`src/rtl/sram_fifo_drain_pkg.sv`:
```
// Shared types and constants for the SRAM FIFO drain block.
// Optional read-back verify path: SRAM_FIFO_DRAIN_VERIFY_EN.
package sram_pkg;

  localparam int unsigned DATA_W_DEF = 16;
  localparam int unsigned ADDR_W_DEF = 18;
  localparam int unsigned WAIT_W     = 4;

  // SRAM strobes are active-low
  localparam logic STROBE_ON  = 1'b0;
  localparam logic STROBE_OFF = 1'b1;

  typedef enum logic [2:0] {
    ST_IDLE,
    ST_POP,
    ST_LATCH,
    ST_SETUP,
    ST_WRITE,
    ST_HOLD,
    ST_VERIFY
  } drain_state_t;

  typedef struct packed {
    logic                  last;
    logic [DATA_W_DEF-1:0] data;
  } fifo_entry_t;

endpackage

```
`src/rtl/sram_fifo_drain_if.sv`:
```
// FIFO-side and SRAM-side signal bundle of the drain block.
// master = drain engine, slave = surrounding FIFO/SRAM/controller.
// Optional verify signals under SRAM_FIFO_DRAIN_VERIFY_EN.
interface sram_fifo_drain_if #(
  parameter int unsigned DATA_W = 16,
  parameter int unsigned ADDR_W = 18
);
  logic              enable;
  logic [ADDR_W-1:0] base_addr;
  logic              fifo_empty;
  logic [DATA_W:0]   fifo_data;
  logic              fifo_rd_en;
  logic [ADDR_W-1:0] sram_addr;
  logic [DATA_W-1:0] sram_dq_o;
  logic              sram_dq_oe;
  logic              sram_ce_n;
  logic              sram_we_n;
  logic              sram_oe_n;
  logic              busy;
  logic              frame_done;
`ifdef SRAM_FIFO_DRAIN_VERIFY_EN
  logic [DATA_W-1:0] sram_dq_i;
  logic              verify_err;
`endif

  modport master (
    input  enable, base_addr, fifo_empty, fifo_data,
`ifdef SRAM_FIFO_DRAIN_VERIFY_EN
    input  sram_dq_i,
    output verify_err,
`endif
    output fifo_rd_en, sram_addr, sram_dq_o, sram_dq_oe,
    output sram_ce_n, sram_we_n, sram_oe_n, busy, frame_done
  );

  modport slave (
    output enable, base_addr, fifo_empty, fifo_data,
`ifdef SRAM_FIFO_DRAIN_VERIFY_EN
    output sram_dq_i,
    input  verify_err,
`endif
    input  fifo_rd_en, sram_addr, sram_dq_o, sram_dq_oe,
    input  sram_ce_n, sram_we_n, sram_oe_n, busy, frame_done
  );

endinterface

```
`src/rtl/sram_fifo_drain_wait_timer.sv`:
```
// Loadable down-counter timing the SRAM strobe phases; done when zero.
module sram_wait_timer
  import sram_pkg::*;
(
  input  logic              clk,
  input  logic              rst_n,
  input  logic              load_i,
  input  logic [WAIT_W-1:0] load_val_i,
  input  logic              dec_i,
  output logic              done_o
);

  logic [WAIT_W-1:0] cnt_q;

  // load has priority over decrement
  always_ff @(posedge clk or negedge rst_n) begin
    if (!rst_n) begin
      cnt_q <= '0;
    end else if (load_i) begin
      cnt_q <= load_val_i;
    end else if (dec_i) begin
      cnt_q <= cnt_q - 1'b1;
    end
  end

  assign done_o = (cnt_q == '0);

endmodule

```
`src/rtl/sram_fifo_drain.sv`:
```
// Pops {last,data} words from the pixel FIFO and writes them to an async
// SRAM at sequential addresses with programmable we_n wait-states.
// Optional read-back verify: define SRAM_FIFO_DRAIN_VERIFY_EN.
module sram_fifo_drain
  import sram_pkg::*;
#(
  parameter int unsigned DATA_W      = DATA_W_DEF,
  parameter int unsigned ADDR_W      = ADDR_W_DEF,
  parameter int unsigned WAIT_STATES = 2
) (
  input logic                clk,
  input logic                rst_n,
  sram_fifo_drain_if.master  bus
);

  localparam logic [WAIT_W-1:0] WAIT_LOAD = WAIT_W'(WAIT_STATES);

  drain_state_t      state_q;
  logic [ADDR_W-1:0] addr_reg_q;
  logic              frame_active_q;
  logic              word_last_q;
  logic              rd_en_q;
  logic              ce_n_q;
  logic              we_n_q;
  logic              dq_oe_q;
  logic [ADDR_W-1:0] addr_out_q;
  logic [DATA_W-1:0] dq_out_q;
  logic              busy_q;
  logic              frame_done_q;
`ifdef SRAM_FIFO_DRAIN_VERIFY_EN
  logic              oe_n_q;
  logic              verify_err_q;
`endif

  logic start_ok;
  logic word_end;
  logic timer_load;
  logic timer_dec;
  logic timer_done;

  assign start_ok = bus.enable && !bus.fifo_empty;

  // timer control and end-of-word detection
  always_comb begin
    timer_load = 1'b0;
    timer_dec  = 1'b0;
    word_end   = 1'b0;
`ifdef SRAM_FIFO_DRAIN_VERIFY_EN
    timer_load = (state_q == ST_SETUP) || (state_q == ST_HOLD);
    timer_dec  = ((state_q == ST_WRITE) || (state_q == ST_VERIFY)) && !timer_done;
    word_end   = (state_q == ST_VERIFY) && timer_done;
`else
    timer_load = (state_q == ST_SETUP);
    timer_dec  = (state_q == ST_WRITE) && !timer_done;
    word_end   = (state_q == ST_HOLD);
`endif
  end

  sram_wait_timer u_timer (
    .clk        (clk),
    .rst_n      (rst_n),
    .load_i     (timer_load),
    .load_val_i (WAIT_LOAD),
    .dec_i      (timer_dec),
    .done_o     (timer_done)
  );

  // drain FSM with registered strobes; outputs are set on the edge entering each state
  always_ff @(posedge clk or negedge rst_n) begin
    if (!rst_n) begin
      state_q        <= ST_IDLE;
      addr_reg_q     <= '0;
      frame_active_q <= 1'b0;
      word_last_q    <= 1'b0;
      rd_en_q        <= 1'b0;
      ce_n_q         <= STROBE_OFF;
      we_n_q         <= STROBE_OFF;
      dq_oe_q        <= 1'b0;
      addr_out_q     <= '0;
      dq_out_q       <= '0;
      busy_q         <= 1'b0;
      frame_done_q   <= 1'b0;
`ifdef SRAM_FIFO_DRAIN_VERIFY_EN
      oe_n_q         <= STROBE_OFF;
      verify_err_q   <= 1'b0;
`endif
    end else begin
      rd_en_q      <= 1'b0;
      frame_done_q <= 1'b0;
      case (state_q)
        ST_IDLE: begin
          if (start_ok) begin
            if (!frame_active_q) begin
              addr_reg_q     <= bus.base_addr;
              frame_active_q <= 1'b1;
            end
            rd_en_q <= 1'b1;
            busy_q  <= 1'b1;
            state_q <= ST_POP;
          end
        end
        ST_POP: begin
          // the pop is gated by fifo_empty; if it was suppressed there is no word to latch
          if (bus.fifo_empty) begin
            busy_q  <= 1'b0;
            state_q <= ST_IDLE;
          end else begin
            state_q <= ST_LATCH;
          end
        end
        ST_LATCH: begin
          word_last_q <= bus.fifo_data[DATA_W];
          dq_out_q    <= bus.fifo_data[DATA_W-1:0];
          addr_out_q  <= addr_reg_q;
          ce_n_q      <= STROBE_ON;
          dq_oe_q     <= 1'b1;
          state_q     <= ST_SETUP;
        end
        ST_SETUP: begin
          we_n_q  <= STROBE_ON;
          state_q <= ST_WRITE;
        end
        ST_WRITE: begin
          if (timer_done) begin
            we_n_q  <= STROBE_OFF;
            state_q <= ST_HOLD;
`ifndef SRAM_FIFO_DRAIN_VERIFY_EN
            frame_done_q <= word_last_q;
`endif
          end
        end
        ST_HOLD: begin
`ifdef SRAM_FIFO_DRAIN_VERIFY_EN
          dq_oe_q <= 1'b0;
          oe_n_q  <= STROBE_ON;
          state_q <= ST_VERIFY;
`endif
        end
`ifdef SRAM_FIFO_DRAIN_VERIFY_EN
        ST_VERIFY: begin
          if (timer_done) begin
            oe_n_q       <= STROBE_OFF;
            frame_done_q <= word_last_q;
            if (bus.sram_dq_i != dq_out_q) begin
              verify_err_q <= 1'b1;
            end
          end
        end
`endif
        default: begin
          busy_q  <= 1'b0;
          state_q <= ST_IDLE;
        end
      endcase

      // word completion overrides the case defaults; a frame ending with more
      // data waiting goes straight to POP, so the new base is captured here
      if (word_end) begin
        ce_n_q  <= STROBE_OFF;
        dq_oe_q <= 1'b0;
        if (start_ok) begin
          rd_en_q    <= 1'b1;
          state_q    <= ST_POP;
          addr_reg_q <= word_last_q ? bus.base_addr : addr_reg_q + 1'b1;
        end else begin
          busy_q     <= 1'b0;
          state_q    <= ST_IDLE;
          addr_reg_q <= addr_reg_q + 1'b1;
          if (word_last_q) begin
            frame_active_q <= 1'b0;
          end
        end
      end
    end
  end

  assign bus.fifo_rd_en = rd_en_q && !bus.fifo_empty;
  assign bus.sram_addr  = addr_out_q;
  assign bus.sram_dq_o  = dq_out_q;
  assign bus.sram_dq_oe = dq_oe_q;
  assign bus.sram_ce_n  = ce_n_q;
  assign bus.sram_we_n  = we_n_q;
  assign bus.busy       = busy_q;
  assign bus.frame_done = frame_done_q;
`ifdef SRAM_FIFO_DRAIN_VERIFY_EN
  assign bus.sram_oe_n  = oe_n_q;
  assign bus.verify_err = verify_err_q;
`else
  assign bus.sram_oe_n  = STROBE_OFF;
`endif

endmodule

```
`src/flat_wrapper.sv`:
```
// flat-port wrapper written by rule: the top's interface ports become plain ports
module sram_fifo_drain_flat import sram_pkg::*;
#(
  parameter int unsigned DATA_W      = DATA_W_DEF,
  parameter int unsigned ADDR_W      = ADDR_W_DEF,
  parameter int unsigned WAIT_STATES = 2
)
  (clk, rst_n, bus_enable, bus_base_addr, bus_fifo_empty, bus_fifo_data, bus_fifo_rd_en, bus_sram_addr, bus_sram_dq_o, bus_sram_dq_oe, bus_sram_ce_n, bus_sram_we_n, bus_sram_oe_n, bus_busy, bus_frame_done);
  sram_fifo_drain_if #(.DATA_W(DATA_W), .ADDR_W(ADDR_W)) bus_i ();
  input logic clk;
  input logic rst_n;
  input wire logic [$bits(bus_i.enable)-1:0] bus_enable;
  input wire logic [$bits(bus_i.base_addr)-1:0] bus_base_addr;
  input wire logic [$bits(bus_i.fifo_empty)-1:0] bus_fifo_empty;
  input wire logic [$bits(bus_i.fifo_data)-1:0] bus_fifo_data;
  output wire logic [$bits(bus_i.fifo_rd_en)-1:0] bus_fifo_rd_en;
  output wire logic [$bits(bus_i.sram_addr)-1:0] bus_sram_addr;
  output wire logic [$bits(bus_i.sram_dq_o)-1:0] bus_sram_dq_o;
  output wire logic [$bits(bus_i.sram_dq_oe)-1:0] bus_sram_dq_oe;
  output wire logic [$bits(bus_i.sram_ce_n)-1:0] bus_sram_ce_n;
  output wire logic [$bits(bus_i.sram_we_n)-1:0] bus_sram_we_n;
  output wire logic [$bits(bus_i.sram_oe_n)-1:0] bus_sram_oe_n;
  output wire logic [$bits(bus_i.busy)-1:0] bus_busy;
  output wire logic [$bits(bus_i.frame_done)-1:0] bus_frame_done;
  assign bus_i.enable = bus_enable;
  assign bus_i.base_addr = bus_base_addr;
  assign bus_i.fifo_empty = bus_fifo_empty;
  assign bus_i.fifo_data = bus_fifo_data;
  assign bus_fifo_rd_en = bus_i.fifo_rd_en;
  assign bus_sram_addr = bus_i.sram_addr;
  assign bus_sram_dq_o = bus_i.sram_dq_o;
  assign bus_sram_dq_oe = bus_i.sram_dq_oe;
  assign bus_sram_ce_n = bus_i.sram_ce_n;
  assign bus_sram_we_n = bus_i.sram_we_n;
  assign bus_sram_oe_n = bus_i.sram_oe_n;
  assign bus_busy = bus_i.busy;
  assign bus_frame_done = bus_i.frame_done;
  sram_fifo_drain #(.DATA_W(DATA_W), .ADDR_W(ADDR_W), .WAIT_STATES(WAIT_STATES)) u_core (.clk(clk), .rst_n(rst_n), .bus(bus_i));
endmodule
```
`config.mk`:
```
export PLATFORM = sky130hd
export DESIGN_NAME = sram_fifo_drain_flat
export DESIGN_NICKNAME = d
export VERILOG_FILES = /design/src/rtl/sram_fifo_drain_pkg.sv /design/src/rtl/sram_fifo_drain_if.sv /design/src/rtl/sram_fifo_drain_wait_timer.sv /design/src/rtl/sram_fifo_drain.sv /design/src/flat_wrapper.sv
export SDC_FILE = /design/constraint.sdc
export NUM_CORES = 1
export LEC_CHECK = 0
export CAP_MARGIN = 10
export CORE_MARGIN = 2
export CORE_UTILIZATION = 40
export DETAILED_ROUTE_END_ITERATION = 6
export GPL_ROUTABILITY_DRIVEN = 0
export PLACE_DENSITY = 0.64
export SYNTH_ARGS = -nofsm -noshare
export SYNTH_HDL_FRONTEND = slang
export SYNTH_HIERARCHICAL = 1
export SYNTH_SLANG_ARGS = --single-unit
```
`constraint.sdc`:
```
create_clock -name clk -period 2.64 [get_ports clk]
set_input_delay 0.528 -clock clk [delete_from_list [all_inputs] [get_ports clk]]
set_output_delay 0.528 -clock clk [all_outputs]
set_load 0.1 [all_outputs]
```
# Word-level counts from Yosys, hierarchy flattened
# Cells that the tools add are included.
# Widths: inputs -> output; s select.
# totals
regBits	67
inputBits	39
output_inout_bits	41
elab_cells	76
# classes
addsub	2
eq_ne	9
muxes	36
n_reduce_logical	16
# op_table
operator	count
$mux 18	6
$mux 1	21
$add 18x1->18 const B	1
$pmux 3 s5	1
$reduce_bool 2->1	5
$mux 3	3
$mux 4	2
$eq 3x2->1 const B	2
$eq 3x3->1 const B	2
$ne 3x1->1 const B	2
$logic_not 4->1	1
$reduce_and 2->1	2
$reduce_or 4->1	1
$sub 4x1->4 const B	1
$eq 3x1->1 const B	1
$logic_and 1x1->1	3
$logic_not 3->1	1
$pmux 1 s3	1
$reduce_and 3->1	1
$logic_not 1->1	2
$mux 2	1
$ne 2x1->1 const B	1
$ne 2x2->1 const B	1
$pmux 1 s2	1

# Logic depth before layout (Yosys ltp)
# depth
word_depth	7
mapped_depth	7
ltp_nobuf	7

# By module
# Netlist, hierarchy kept.
# by_module_without_submodules
module	instances	cells_each	area_each_um2	seq_area_each_um2
sram_fifo_drain	1	268	3061.7	1579.0
sram_wait_timer	1	21	230.2	100.1

# Worst setup path after synthesis
# OpenSTA, ideal clock, no wires.
# synth_path
kind	input to output
startpoint	input port bus_fifo_empty
endpoint	output port bus_fifo_rd_en
arrival_ps	1863
required_time_ps	2112
setup_slack_ps	249
path_stages	1
n_path_buf	0
path_cell_list	nor2b_1
# synth_via
elab_chain_len	2
# synth_lines
element	line	source
start, declared	flat_wrapper.sv:14	input wire logic [$bits(bus_i.fifo_empty)-1:0] bus_fifo_empty;
$logic_not 1->1	sram_fifo_drain.sv:177	assign bus.fifo_rd_en = rd_en_q && !bus.fifo_empty;
$logic_and 1x1->1	sram_fifo_drain.sv:177	
end, declared	flat_wrapper.sv:16	output wire logic [$bits(bus_i.fifo_rd_en)-1:0] bus_fifo_rd_en;
# No other way between the ends.

# Worst setup path in the final report
# layout_path
startpoint	register u_core.u_timer.cnt_q[0]
endpoint	register u_core.u_timer.cnt_q[3]
# layout_via
elab_chain_len	4
word_cells_on_any_way	7
cone_classes	add/sub (1); mux (2); reduce/logical (4)
# layout_lines
element	line	source
start, declared	sram_fifo_drain_wait_timer.sv:13	logic [WAIT_W-1:0] cnt_q;
start signal, assigned	sram_fifo_drain_wait_timer.sv:20	cnt_q <= load_val_i;
start signal, assigned	sram_fifo_drain_wait_timer.sv:22	cnt_q <= cnt_q - 1'b1;
$logic_not 4->1	sram_fifo_drain_wait_timer.sv:26	assign done_o = (cnt_q == '0);
named net u_core.timer_done	sram_fifo_drain.sv:39	logic timer_done;
$logic_not 1->1	sram_fifo_drain.sv:54	timer_dec = (state_q == ST_WRITE) && !timer_done;
$logic_and 1x1->1	sram_fifo_drain.sv:54	
named net u_core.timer_dec	sram_fifo_drain.sv:38	logic timer_dec;
$reduce_bool 2->1 (no line)	-	
# The timed path passes the listed nets, and every way through them passes these cells. The select of a mux whose other input is x is not followed.
# A chain may end at the register's enable or synchronous reset.

==> flow_summary.yaml <==
status:
  status: "complete, no violations"
global_route:
  grt_overflow: 0
  grt_max_degree: 42
  grt_pass1_vias: 2651
  grtUsageTotal: 0.185
  grt_antenna_before_repair: 0
  grt_pass1_wl_mm: 12.8
floorplanning:
  rows: 33
  core_um2: 8090
  ioPinCount: 80
  chipWidth_um: 94.7
  dieArea_um2: 8970
  dieHeight_um: 94.7
  start_util: 0.407
timing:
  fin_tns_setup_ns: 0
  max_freq_mhz: 475
  fin_skew_ns: 0.0116
  setup_viol: 0
  period_minus_slack_ns: 2.11
  drv_slew: 0
  relSlewSlack: 0.560
  rsz0062_at_grt: "false"
  worst_pin_slew_ns: 0.661
  post-route-period-util: 0.798
  final_hold_viol_count: 0
place:
  hpwl_mm: 5.46
  port_buffers: 78
drt:
  routedWlPerCell_um: 16.3
  via_per_inst: 5.47
  ant_nets: 0
  drt-initial-drc-count: 106
  drc: 0
  num_vias: 2630
  firstDrtPassIters: 4
  routed_wl_mm: 7.82
setup_path:
  cpMaxStageDelayCell: "nor3_1"
  slowest_delay_ns: 0.45
  crit_required_ns: 2.87
  path_max_fanout: 4
  timing_worst_setup_path_type: "flip-flop to flip-flop"
  critPathArrivalTime_ns: 2.33
  endpoint_kind: "flip-flop"
  start_kind: "flip-flop"
  crit_chain: "inv_1, ha_1, nor3b_1, nor3_1, nor4b_4, xor2_1, mux2_2"
clock_tree:
  clk_pin_slew_ns: 0.07
  cts_setup_buffers: 0
  cts_resized: 0
  root_buffer: "clkbuf_8"
  h-tree-depth: 3
  cts_hold_buf: 0
  cts.path.max_buffers: 2
  numCtsBuffers: 9
  clkLatencyLatePin_ns: 0.34
  tritoncts: "built"
  clock-sinks: 67
yosys:
  ys_seq_area_frac: 0.510
  syn_avg_cell_area_um2: 11.4
  syn_area_um2: 3290
  synthTopCellsByArea: "dfrtp_1 49%, mux2_2 13%, o21ai_0 2.4%, a221o_1 2.1%, nand2_1 2.1%"
  synth_cell_types: 58
  synth_cells: 289
  synth_top_cell_by_area: "dfrtp_1"
  async_flop_share: 1.00
  yosysTopAreaCellShare: 0.494
  synth_seq_cells: 67
  synth-edff-count: 0
  yosysWarnings: 6
  yosys_most_used_dff: "dfrtp_1"
run:
  drv_cap: 0
worst_hold_path:
  hold_path.class: "input pin to asynchronous set/reset pin"
layout:
  area_growth_pct: 32.2
  fillerInstances: 748
  drive_gt1_frac: 0.301
  ff_latch_area_um2: 1680
  multi_input_area_um2: 1510
  nNetsFinal: 413
  diodes: 0
## through the flow
step / instances / hold WS (ns) / instance area, µm² / utilization / setup slack, ns
after floorplan: 292 / 0.232 / 3300 / - / 0.249
after global placement: 465 / 0.490 / 4100 / 0.507 / 0.375
after detailed placement: 465 / 0.497 / 4100 / 0.507 / 0.316
after CTS: 481 / 0.221 / 4350 / 0.538 / 0.523
after global routing: 481 / 0.240 / 4350 / 0.538 / 0.350
final: 481 / 0.215 / 4350 / 0.538 / 0.533
## placed cells by master, fill, tap and decap left out, types with 2 or more instances in the layout
cell	n
a22oi_1	3
bufinv_16	3
and4_2	2
nand3b_1	2
conb_1	5
buf_4	43
mux2i_1	4
inv_1	7
dfrtp_1	65
a211oi_1	3
nor3b_1	3
nor2b_1	4
and2_1	2
buf_12	3
xor2_1	3
nor2_1	11
nand3_1	8
dfstp_2	2
nand2_1	18
nand2b_1	3
a2bb2oi_1	2
xnor2_1	2
ha_1	3
a221o_1	7
and3_1	3
clkdlybuf4s50_1	37
nand4_1	8
a21oi_1	10
and4_1	2
clkbuf_8	10
nor3_1	9
mux2_2	37
a31oi_1	2
nor4_1	6
a21o_1	3
o21ai_0	16
## layer usage
layer  global-route usage  part of all wire
met1                0.240              0.44
met2                0.297              0.49
met3               0.0591             0.061
met4               0.0531             0.011
met5                    0                 0
## final cells by class
type	count	share of cell area
clock inverters	6	0.0256
flip-flops and latches	67	0.386
inverters	7	0.00604
well taps	105	0.0302
repair buffers	84	0.174
multi-input cells	202	0.347
clock buffers	10	0.0316
## cells by family (layout without fill, tap and decap cells)
group	after synthesis	count (layout)	share of synthesized area
AND/OR/NAND/NOR	87	87	0.151
flip-flops	67	67	0.510
AO/OA/AOI/OAI	61	61	0.136
multiplexers	41	41	0.139
buffers and inverters	23	107	0.0365
XOR/XNOR	5	5	0.0133
adder cells (fa/ha/maj)	3	3	0.0114
other	2	5	0.00228
## worst max-delay path: cells and delay by family, from the launching register on
| family | cells | cell delay, ns |
|---|---|---|
| fa+ha+maj | 1 | 0.21 |
| flops | 1 | 0.42 |
| simple gates | 3 | 0.94 |
| mux | 1 | 0.26 |
| xor+xnor | 1 | 0.10 |
| buf+inv | 1 | 0.07 |
## sequential cells by signal, summed over array words and instances (netlist names)
signal	flops
u_core/bus.sram_ce_n	1
u_core/bus.sram_addr	18
u_core/bus.busy	1
u_core/rd_en_q	1
u_core/bus.sram_dq_oe	1
u_core/word_last_q	1
u_core/frame_active_q	1
u_core/state_q	3
u_core/addr_reg_q	18
u_core/bus.sram_we_n	1
u_core/bus.sram_dq_o	16
u_core/bus.frame_done	1
u_core/u_timer/cnt_q	4
## synth_stat cells, types with 2 or more instances
library cell / number
a211oi_1: 3
a21o_1: 3
a21oi_1: 10
a221o_1: 7
a22oi_1: 3
a2bb2oi_1: 2
a31oi_1: 2
and2_1: 2
and3_1: 3
and4_1: 2
and4_2: 2
buf_2: 8
buf_4: 4
conb_1: 2
dfrtp_1: 65
dfstp_2: 2
ha_1: 3
inv_1: 7
mux2_2: 37
mux2i_1: 4
nand2_1: 18
nand2b_1: 3
nand3_1: 8
nand3b_1: 2
nand4_1: 8
nor2_1: 11
nor2b_1: 4
nor3_1: 9
nor3b_1: 3
nor4_1: 6
o21ai_0: 16
xnor2_1: 2
xor2_1: 3
## path summary, 6_finish.rpt
kind,slack (ns),endpoint,cells after the start,startpoint
max in group asynchronous,1.78,u_core/addr_reg_q[10],2,rst_n
min in group clk,0.51,u_core/bus.sram_addr[2],1,u_core/bus.sram_addr[2]
max,0.53,u_core/u_timer/cnt_q[3],7,u_core/u_timer/cnt_q[0]
min,0.21,u_core/bus.sram_addr[3],1,rst_n
min reg2reg,0.51,u_core/bus.sram_addr[2],1,u_core/bus.sram_addr[2]
max reg2reg,0.53,u_core/u_timer/cnt_q[3],7,u_core/u_timer/cnt_q[0]
Power is left out: the tool's default activity adds up to more than one toggle a clock period on the data nets, which glitch-free logic cannot reach.
